<file path="config.mk">
export PLATFORM = sky130hd
export DESIGN_NAME = song_reader_flat
export DESIGN_NICKNAME = d
export VERILOG_FILES = /design/src/rtl/song_reader_if.sv /design/src/rtl/song_reader.sv /design/src/flat_wrapper.sv
export SDC_FILE = /design/constraint.sdc
export NUM_CORES = 1
export LEC_CHECK = 0
export BUFFER_PORTS_ARGS = -buffer_cell sky130_fd_sc_hd__buf_2
export CORE_MARGIN = 3
export CORE_UTILIZATION = 50
export DETAILED_ROUTE_END_ITERATION = 12
export PLACE_DENSITY = 0.93
export SYNTH_ARGS = -nofsm -noshare
export SYNTH_HDL_FRONTEND = slang
export SYNTH_SLANG_ARGS = --single-unit
</file>
<file path="constraint.sdc">
create_clock -name clk -period 3.1 [get_ports clk]
set_clock_uncertainty 0.05 [all_clocks]
set_input_delay 0.155 -clock clk [delete_from_list [all_inputs] [get_ports clk]]
set_output_delay 0.155 -clock clk [all_outputs]
set_load 0.1 [all_outputs]
</file>
<file path="src/rtl/song_reader_if.sv">
// song_reader <-> note_player handshake bundle.
// The master presents a note/duration pair with a one-cycle load pulse.
interface song_reader_if;
  logic [5:0] note_to_load;
  logic [5:0] duration_to_load;
  logic       load_new_note;
  logic       note_done;

  modport master (
    output note_to_load,
    output duration_to_load,
    output load_new_note,
    input  note_done
  );

  modport slave (
    input  note_to_load,
    input  duration_to_load,
    input  load_new_note,
    output note_done
  );
endinterface

</file>
<file path="src/rtl/song_reader.sv">
// Song ROM sequencer: walks one song's entries and feeds
// note_player one {note, duration} pair at a time.
module song_reader #(
  parameter int SONG_ADDR_W = 7
) (
  input  logic                   clk,
  input  logic                   reset,
  input  logic                   play,
  input  logic [1:0]             song,
  input  logic                   new_song,
  output logic [SONG_ADDR_W+1:0] rom_addr,
  input  logic [11:0]            rom_data,
  output logic                   song_done,
  output logic [SONG_ADDR_W-1:0] note_index,
  song_reader_if.master          nif
);

  typedef enum logic [2:0] {
    IDLE,
    FETCH,
    WAIT_ROM,
    LOAD,
    WAIT_CLEAR,
    WAIT_DONE,
    DONE
  } state_t;

  state_t                 r_state;
  state_t                 w_next;
  logic [1:0]             r_song;
  logic [SONG_ADDR_W-1:0] r_idx;
  logic [5:0]             r_note;
  logic [5:0]             r_dur;
  logic                   w_inc;
  logic                   w_last;
  logic                   w_dur_zero;

  assign w_last     = (r_idx == '1);
  assign w_dur_zero = (rom_data[5:0] == 6'd0);

  always_ff @(posedge clk or negedge reset) begin
    if (!reset) r_state <= IDLE;
    else        r_state <= w_next;
  end

  always_comb begin
    w_next = r_state;
    w_inc  = 1'b0;
    if (new_song) begin
      w_next = FETCH;
    end else begin
      unique case (r_state)
        IDLE:       w_next = IDLE;
        FETCH:      w_next = WAIT_ROM;
        WAIT_ROM: begin
          if (w_dur_zero) w_next = DONE;
          else if (play)  w_next = LOAD;
        end
        LOAD:       w_next = WAIT_CLEAR;
        // done_with_note is still high from the previous note here
        WAIT_CLEAR: if (!nif.note_done) w_next = WAIT_DONE;
        WAIT_DONE: begin
          if (nif.note_done) begin
            if (w_last) begin
              w_next = DONE;
            end else begin
              w_next = FETCH;
              w_inc  = 1'b1;
            end
          end
        end
        DONE:       w_next = DONE;
        default:    w_next = IDLE;
      endcase
    end
  end

  always_ff @(posedge clk or negedge reset) begin
    if (!reset) begin
      r_song <= 2'd0;
      r_idx  <= '0;
      r_note <= 6'd0;
      r_dur  <= 6'd0;
    end else begin
      if (new_song) begin
        r_song <= song;
        r_idx  <= '0;
      end else if (w_inc) begin
        r_idx  <= r_idx + 1'b1;
      end
      if (r_state == WAIT_ROM) begin
        r_note <= rom_data[11:6];
        r_dur  <= rom_data[5:0];
      end
    end
  end

  assign rom_addr             = {r_song, r_idx};
  assign note_index           = r_idx;
  assign song_done            = (r_state == DONE);
  assign nif.load_new_note    = (r_state == LOAD);
  assign nif.note_to_load     = r_note;
  assign nif.duration_to_load = r_dur;

endmodule

</file>
<file path="src/flat_wrapper.sv">
// flat-port wrapper written by rule: the top's interface ports become plain ports
module song_reader_flat 
#(
  parameter int SONG_ADDR_W = 7
)
  (clk, reset, play, song, new_song, rom_addr, rom_data, song_done, note_index, nif_note_to_load, nif_duration_to_load, nif_load_new_note, nif_note_done);
  song_reader_if nif_i ();
  input  logic clk;
  input  logic reset;
  input  logic play;
  input  logic [1:0] song;
  input  logic new_song;
  output logic [SONG_ADDR_W+1:0] rom_addr;
  input  logic [11:0] rom_data;
  output logic song_done;
  output logic [SONG_ADDR_W-1:0] note_index;
  output wire logic [$bits(nif_i.note_to_load)-1:0] nif_note_to_load;
  output wire logic [$bits(nif_i.duration_to_load)-1:0] nif_duration_to_load;
  output wire logic [$bits(nif_i.load_new_note)-1:0] nif_load_new_note;
  input wire logic [$bits(nif_i.note_done)-1:0] nif_note_done;
  assign nif_note_to_load = nif_i.note_to_load;
  assign nif_duration_to_load = nif_i.duration_to_load;
  assign nif_load_new_note = nif_i.load_new_note;
  assign nif_i.note_done = nif_note_done;
  song_reader #(.SONG_ADDR_W(SONG_ADDR_W)) u_core (.clk(clk), .reset(reset), .play(play), .song(song), .new_song(new_song), .rom_addr(rom_addr), .rom_data(rom_data), .song_done(song_done), .note_index(note_index), .nif(nif_i));
endmodule
</file>
# Word level (Yosys, flattened, before mapping)
# Index checks and enable logic that the tools add are counted.
# totals
ff_bits,24
out_inout_bits,30
word_cells,32
# classes
addsub,1
eq_ne,10
muxes,13
reduce_logical,3
# ops
cell,count
$mux W3,6
$pmux W3 S6,1
$mux W7,2
$eq A3 B3 Y1 const B,3
$add A7 B1 Y7 const B,1
$eq A7 B7 Y1 const B,1
$eq A3 B2 Y1 const B,2
$logic_not A6 Y1,1
$ne A3 B3 Y1 const B,2
$mux W1,4
$ne A4 B3 Y1 const B,1
$eq A3 B1 Y1 const B,1
$reduce_and A3 Y1,1
$reduce_bool A2 Y1,1

# Depth between registers and ports, before layout
# Gate-level depths: netlist (run 1).
# depth
depth_word,7
mapped_depth,6
mapped_depth_nobuf,5

# Least setup slack after synthesis (run 1)
# OpenSTA, ideal clock, no wires.
# synth_path
path_kind,reg2reg
from,"reg u_core.r_idx[0], in the netlist u_core.note_index[0]"
to,"reg u_core.r_idx[1], in the netlist u_core.note_index[1]"
arrival_time_ns,1.991
slack_ns,0.927
path_stages_with_launch,7
period_less_slack_ns,2.173
cell_sequence,dfrtp_1 -> ha_1 -> nand2_1 -> o21ai_1 -> buf_2 -> mux2i_1 -> nor2_1
# synth_via
elab_chain_cells,6
elab_cells_between_ends,9
cone_classes,add/sub: 1; eq/ne: 1; mux: 6; reduce/logical: 1
# synth_rtl
item,line_no,rtl
from (decl),song_reader.sv:31,logic [SONG_ADDR_W-1:0] r_idx;
from (signal assigned),song_reader.sv:89,r_idx <= r_idx + 1'b1;
$eq A7 B7 Y1,song_reader.sv:38,assign w_last = (r_idx == '1);
$mux W1,song_reader.sv:64,if (w_last) begin
$mux W1,song_reader.sv:63,if (nif.note_done) begin
$mux W1,song_reader.sv:52,unique case (r_state)
$mux W1,song_reader.sv:49,if (new_song) begin
$reduce_bool A2 Y1 (no line),--,
# Parallel ways exist; a longest one is shown, timed or not. The select of a mux whose other input is x is not followed.
# A chain may end at the register's enable or synchronous reset.

# Worst setup path in the final report (run 1)
# layout_path
from,reg u_core.r_state[0]
to,"reg u_core.r_note[3], in the netlist u_core.nif.note_to_load[3]"
# layout_via
elab_chain_cells,1
# layout_rtl
item,line_no,rtl
from (decl),song_reader.sv:28,state_t r_state;
from (signal assigned),song_reader.sv:43,else r_state <= w_next;
$eq A3 B2 Y1,song_reader.sv:91,if (r_state == WAIT_ROM) begin
to (signal assigned),song_reader.sv:92,r_note <= rom_data[11:6];
to (decl),song_reader.sv:32,logic [5:0] r_note;
# Every way passes these cells.

==> run_results.csv, run 1 <==
group,metric,value,unit
setup_path,worstReg2RegEnd,"u_core.nif.note_to_load[3]",
power_and_ir_drop,intPower,615,uW
floorplan,dieWidth,54.5,um
final_layout,drive_gt1_share,45.9,%
setup_path,cp.required,3.25,ns
floorplan,rows,16,
floorplan,io_pins,49,
placement,hpwl,2030,um
final_layout,layout_commonest_cell,"buf_2",
synth,ys.flop_type,"dfrtp_1",
flow_run,drv_cap,0,
final_layout,fillers,172,
synth,synth.ff_latch_count,24,
synth,synth.distinct_cells,32,
timing,finalHoldViolations,0,
setup_path,path_cells,"nand2b_1 > nor2_1 > mux2_2",
power_and_ir_drop,p_sw_share,58.7,%
power_and_ir_drop,power.density,1050,mW/mm^2
hold_path,holdCritPathClass,"input port to flop",
clocking,ctsResizeCount,0,
setup_path,path_class,"flop to flop",
routing,finalWirelength,2580,um
global_routing,grt_usage,18.6,%
placement,gp_congestion,0.848,
synth,synth-async-reset-ratio,100,%
routing,drc,0,
routing,viasPerCell,5.47,
final_layout,diodes,0,
setup_path,cp-end-kind,"flop",
placement,place_ws,1.10,ns
routing,dr.pass1.iters,4,
global_routing,grt_pass1_wl,3970,um
synth,syn_inst,106,
routing,vias,957,
clocking,cts_sinks,24,
final_layout,fin_nets,169,
final_layout,area_growth,21.0,%
global_routing,antenna_found_initial,0,
placement,io_buffers,48,
power_and_ir_drop,p_sw,873,uW
clocking,post_cts_buffers,0,
power_and_ir_drop,peakVddDrop,1.37,mV
power_and_ir_drop,p_leak,0.709,nW
final_layout,layout_common_cells,"buf_2 (48), dfrtp_1 (24), mux2_2 (14)",
clocking,cts_tree,"yes",
timing,worst-slew-pin-transition,0.919,ns
synth,synth_area,0.00118,mm^2
setup_path,cp_top_family,"simple AND/OR/NAND/NOR gates",
synth,ys_warn_count,0,
clocking,numCtsBuffers,3,
timing,max_freq,495,MHz
global_routing,grt-ovfl-total,0,
setup_path,start_kind,"flop",
floorplan,die_y,54.5,um
synth,synth_nets,126,
power_and_ir_drop,pwr-share-seq,30.3,%
timing,finalMaxSlewViolations,0,
timing,fin_crit,2.02,ns
clocking,clk_latency,0.31,ns
setup_path,crit_buf_inv,0,
power_and_ir_drop,clkPwrFrac,10.9,%
global_routing,grt_pass1_vias,881,
timing,setup_ws,1.08,ns
setup_path,worstPathArrival,2.17,ns
clocking,root_buffer,"clkbuf_4",
floorplan,coreArea,0.00208,mm^2
synth,syn_avg_cell_area,11.1,um^2
hold_path,min_to,"u_core.nif.note_to_load[4]",
hold_path,hold_depth,2,
timing,slew_headroom,38.5,%
run_status,outcome,"complete, no violations",
clocking,cts_max_level,1,
setup_path,ff2ff_path_depth,3,
routing,post_drt_wl_per_cell,14.8,um
synth,yosysSeqAreaShare,51.1,%
timing,fin_tns_setup,0,ns
setup_path,rr_startpoint,"u_core.r_state[0]",
setup_path,critPathSlowestCell,"nor2_1",
clocking,clk_path_buf_depth,2,
power_and_ir_drop,p_comb_share,58.8,%
timing,setup_viol,0,
hold_path,hp-start,"rom_data[10]",
setup_path,slowest_delay,0.72,ns
synth,synth_edf_count,0,
setup_path,worstPathMaxFanout,12,
clocking,path_clk_slew,0.13,ns
timing,min_period_over_period,65.2,%
timing,rsz0062_at_grt,"false",
floorplan,initial_core_util,56.5,%
global_routing,grt_max_degree,25,
setup_path,r2r_slack,1.08,ns
routing,dr.first_iter.drc_count,18,
floorplan,die-area,0.00297,mm^2
routing,ant_nets,0,
## synthesized netlist by cell type, drive strengths merged, types with 2 or more instances
library cell | number | share of area, %
nand2 | 2 | 0.64
nand2b | 4 | 2.1
o31ai | 3 | 1.9
o21ai | 7 | 3.0
a21oi | 5 | 2.1
inv | 4 | 1.3
buf | 10 | 6.0
nor2 | 6 | 1.9
dfrtp | 24 | 51
nand3 | 6 | 2.6
or4 | 2 | 1.6
mux2 | 14 | 13
or3 | 3 | 1.6
## sequential cells by signal, summed over array words and instances, names as in the netlist
| name | count |
|---|---|
| u_core.nif.duration_to_load | 6 |
| u_core.nif.note_to_load | 6 |
| u_core.r_state | 3 |
| u_core.note_index | 7 |
| u_core.r_song | 2 |
## final cells by class
| class | instances | area, um^2 | share of cell area, % |
|---|---|---|---|
| flip-flops and latches | 24 | 601 | 42.2 |
| well taps | 27 | 33.8 | 2.37 |
| multi-input cells | 67 | 487 | 34.2 |
| inverters | 4 | 15.0 | 1.06 |
| clock buffers | 4 | 36.3 | 2.55 |
| repair buffers | 49 | 250 | 17.6 |
## kinds of logic after synthesis
| logic type | Yosys count | synth area share [%] |
|---|---|---|
| xor gates and xnor gates | 1 | 0.745 |
| muxes | 15 | 14.3 |
| DFF | 24 | 51.1 |
| adders and majority gates | 1 | 1.06 |
| and+or+nand+nor | 28 | 13.3 |
| AOI/OAI and AO/OA | 22 | 12.0 |
| buffers and inverters | 15 | 7.55 |
## how the worst max path moves through the flow
stage / start / end / slack, ns / cells after the start
floorplan: u_core.note_index[0] / u_core.note_index[1] / 0.93 / 6
global placement: u_core.r_state[0] / u_core.nif.note_to_load[4] / 1.18 / 3
detailed placement: u_core.r_state[0] / u_core.nif.note_to_load[3] / 1.10 / 3
CTS: u_core.r_state[0] / u_core.nif.note_to_load[3] / 1.09 / 3
global route: u_core.r_state[0] / u_core.nif.note_to_load[3] / 0.96 / 3
finish: u_core.r_state[0] / u_core.nif.note_to_load[3] / 1.08 / 3
## power by group through the flow
stage | combinational [mW] | clock (mW) | sequential [mW]
detailed placement | 0.878 | 0 | 0.456
CTS | 0.879 | 0.162 | 0.451
global placement | 0.865 | 0 | 0.449
floorplan | 0.135 | 0 | 1.06
global route | 0.896 | 0.173 | 0.461
finish | 0.875 | 0.162 | 0.451
## metrics by stage
step / utilization [%] / hold WS (ns) / instances / power, mW / instance area [um^2]
after CTS: 68.3 / 0.0128 / 175 / 1.49 / 1420
after detailed placement: 66.1 / 0.107 / 170 / 1.33 / 1380
after global routing: 68.3 / 0.0142 / 175 / 1.53 / 1420
after floorplan: - / -0.191 / 106 / 1.19 / 1180
after global placement: 66.1 / 0.0994 / 170 / 1.31 / 1380
final: 68.3 / 0.0118 / 175 / 1.49 / 1420
## metal layers
| layer | wire (um) | GRT usage [%] |
|---|---|---|
| met1 | 1100 | 25.6 |
| met2 | 1310 | 29.7 |
| met3 | 146 | 1.91 |
| met4 | 29 | 8.30 |
| met5 | 0 | 0 |
## worst reg2reg max path: stages (launching register included)
cell and delay (ns):
dfrtp_1 0.48, nand2b_1 0.24, nor2_1 0.72, mux2_2 0.42
## repair_timing
action	in CTS	in global routing
hold buffers	1	0
setup endpoints to repair	0	0
endpoints found under the hold margin	24	0
(Power assumes the default switching activity.)
==> inputs of run 2 (changes only) <==
--- a/config.mk
+++ b/config.mk
@@ -7,9 +7,9 @@
 export LEC_CHECK = 0
 export BUFFER_PORTS_ARGS = -buffer_cell sky130_fd_sc_hd__buf_2
 export CORE_MARGIN = 3
-export CORE_UTILIZATION = 50
+export CORE_UTILIZATION = 42
 export DETAILED_ROUTE_END_ITERATION = 12
-export PLACE_DENSITY = 0.93
+export PLACE_DENSITY = 0.84
 export SYNTH_ARGS = -nofsm -noshare
 export SYNTH_HDL_FRONTEND = slang
 export SYNTH_SLANG_ARGS = --single-unit
==> constraint.sdc (replaced) <==
create_clock -name clk -period 1.8 [get_ports clk]
set_clock_uncertainty 0.05 [all_clocks]
set_input_delay 0.09 -clock clk [delete_from_list [all_inputs] [get_ports clk]]
set_output_delay 0.09 -clock clk [all_outputs]
set_load 0.1 [all_outputs]
==> run_results.csv, run 2 (synthesis results as in run 1) <==
group,metric,value,unit
hold_path,hp-start,"new_song",
power_and_ir_drop,p_leak,0.761,nW
routing,dr.first_iter.drc_count,23,
setup_path,worstPathArrival,1.57,ns
setup_path,r2r_slack,0.10,ns
setup_path,path_class,"flop to output pin",
final_layout,utilization,62.6,%
global_routing,grt_use_met2,33.1,%
global_routing,top_usage_layer,"met2",
global_routing,grt_pass1_vias,1020,
floorplan,die-area,0.00347,mm^2
timing,min_period_over_period,95.0,%
timing,finalMaxSlewViolations,0,
global_routing,use_met3,2.63,%
clocking,clk_latency,0.30,ns
timing,worst-slew-pin-transition,0.528,ns
placement,gp_congestion,0.856,
final_layout,layout_common_cells,"buf_2 (47), dfrtp_1 (17), dlygate4sd3_1 (15)",
hold_path,holdCritPathClass,"input port to flop",
final_layout,diodes,0,
floorplan,coreArea,0.00257,mm^2
clocking,post_cts_buffers,0,
floorplan,io_pins,49,
placement,dp.cells,175,
setup_path,slowest_delay,0.50,ns
setup_path,worstPathMaxFanout,8,
setup_path,path_cells,"nand2b_1 > nor2_2 > buf_2",
floorplan,dieWidth,58.9,um
global_routing,grt-ovfl-total,0,
timing,finalHoldViolations,0,
setup_path,ff2ff_path_depth,6,
clocking,clk_path_buf_depth,2,
timing,rsz0062_at_grt,"false",
global_routing,grt_max_degree,25,
final_layout,drive_gt1_share,48.8,%
floorplan,die_y,58.9,um
placement,hpwl,1980,um
routing,finalWirelength,2910,um
routing,vias,1040,
global_routing,grt_pass1_wl,4600,um
clocking,cts_max_level,1,
timing,setup_viol,0,
routing,drc,0,
global_routing,grt_usage,17.7,%
setup_path,worstReg2RegEnd,"u_core.note_index[3]",
final_layout,area_growth,36.7,%
setup_path,start_kind,"flop",
setup_path,rr_startpoint,"u_core.note_index[0]",
global_routing,use_met1,19.6,%
hold_path,hold_depth,2,
setup_path,cp.required,1.66,ns
final_layout,fin_nets,185,
run_status,outcome,"complete, no violations",
setup_path,crit_buf_inv,1,
final_layout,final_area,0.00161,mm^2
final_layout,fillers,228,
flow_run,drv_cap,0,
clocking,root_buffer,"clkbuf_4",
floorplan,rows,18,
final_layout,layout_commonest_cell,"buf_2",
timing,whs,0.0667,ns
setup_path,cp_top_family,"flip-flops",
routing,ant_nets,0,
routing,dr.pass1.iters,5,
setup_path,critPathSlowestCell,"dfrtp_1",
routing,post_drt_wl_per_cell,15.0,um
final_layout,layout.cells.non_filler,194,
timing,max_freq,585,MHz
timing,fin_tns_setup,0,ns
placement,io_buffers,48,
timing,slew_headroom,64.8,%
final_layout,largest_reg_flops,7,
clocking,numCtsBuffers,3,
floorplan,initial_core_util,45.8,%
clocking,cts_tree,"yes",
power_and_ir_drop,peakVddDrop,2.96,mV
timing,fin_crit,1.71,ns
routing,viasPerCell,5.36,
placement,placed_area,0.00141,mm^2
clocking,path_clk_slew,0.13,ns
setup_path,cp-end-kind,"output pin",
clocking,cts_sinks,24,
global_routing,antenna_found_initial,0,
power_and_ir_drop,power.density,1610,mW/mm^2
hold_path,min_to,"u_core.note_index[2]",
run 2: cell types whose count changed in the layout (fill, tap and decap cells not counted), sizes merged:
cell         before  now
dlygate4sd3       1   15
clkbuf            4    5
buf              48   49
run 2: what timing repair did:
| item | in CTS | in global routing |
|---|---|---|
| gates resized for setup | 0 | 2 |
| hold endpoints to repair | 38 | 0 |
| hold buffers | 15 | 0 |
| setup endpoints to repair | 0 | 2 |
run 2: metrics by stage:
| step | setup slack, ns | power, mW |
|---|---|---|
| final | 0.0896 | 2.59 |
| after global routing | 0.0200 | 2.70 |
| after CTS | 0.0942 | 2.60 |
| after detailed placement | 0.129 | 2.30 |
| after global placement | 0.175 | 2.27 |
| after floorplan | 0.0133 | 2.06 |
run 2: power by group:
group / internal (mW) / leakage, nW / switching [mW] / total (mW)
Clock: 0.123 / 0.0210 / 0.151 / 0.274
Sequential: 0.688 / 0.290 / 0.0888 / 0.777
Combinational: 0.272 / 0.451 / 1.27 / 1.54
Total: 1.08 / 0.761 / 1.51 / 2.59
run 2: how the worst max path moves through the flow:
stage                                    start                    to  slack (ns)  cells past startpoint
after detailed placement  u_core.note_index[0]  u_core.note_index[3]        0.13                      6
final                        u_core.r_state[2]     nif_load_new_note        0.09                      3
after floorplan           u_core.note_index[0]  u_core.note_index[3]        0.01                      6
after CTS                    u_core.r_state[1]             song_done        0.09                      4
after global placement    u_core.note_index[0]  u_core.note_index[5]        0.18                      5
after global routing      u_core.note_index[0]  u_core.note_index[3]        0.02                      6
run 2: cell type report:
class / instances / area [um^2] / share of cell area (%)
sequential: 24 / 614 / 38.2
multi-input combinational: 67 / 497 / 30.9
timing repair buffer: 65 / 408 / 25.4
tap: 30 / 37.5 / 2.33
clock buffer: 4 / 36.3 / 2.26
inverter: 4 / 15.0 / 0.934
run 2: routing by layer:
layer | wire (um) | up-vias
li1 | - | 488
met1 | 1080 | 504
met2 | 1670 | 44
met3 | 143 | 4
met4 | 17 | 0
met5 | 0 | -
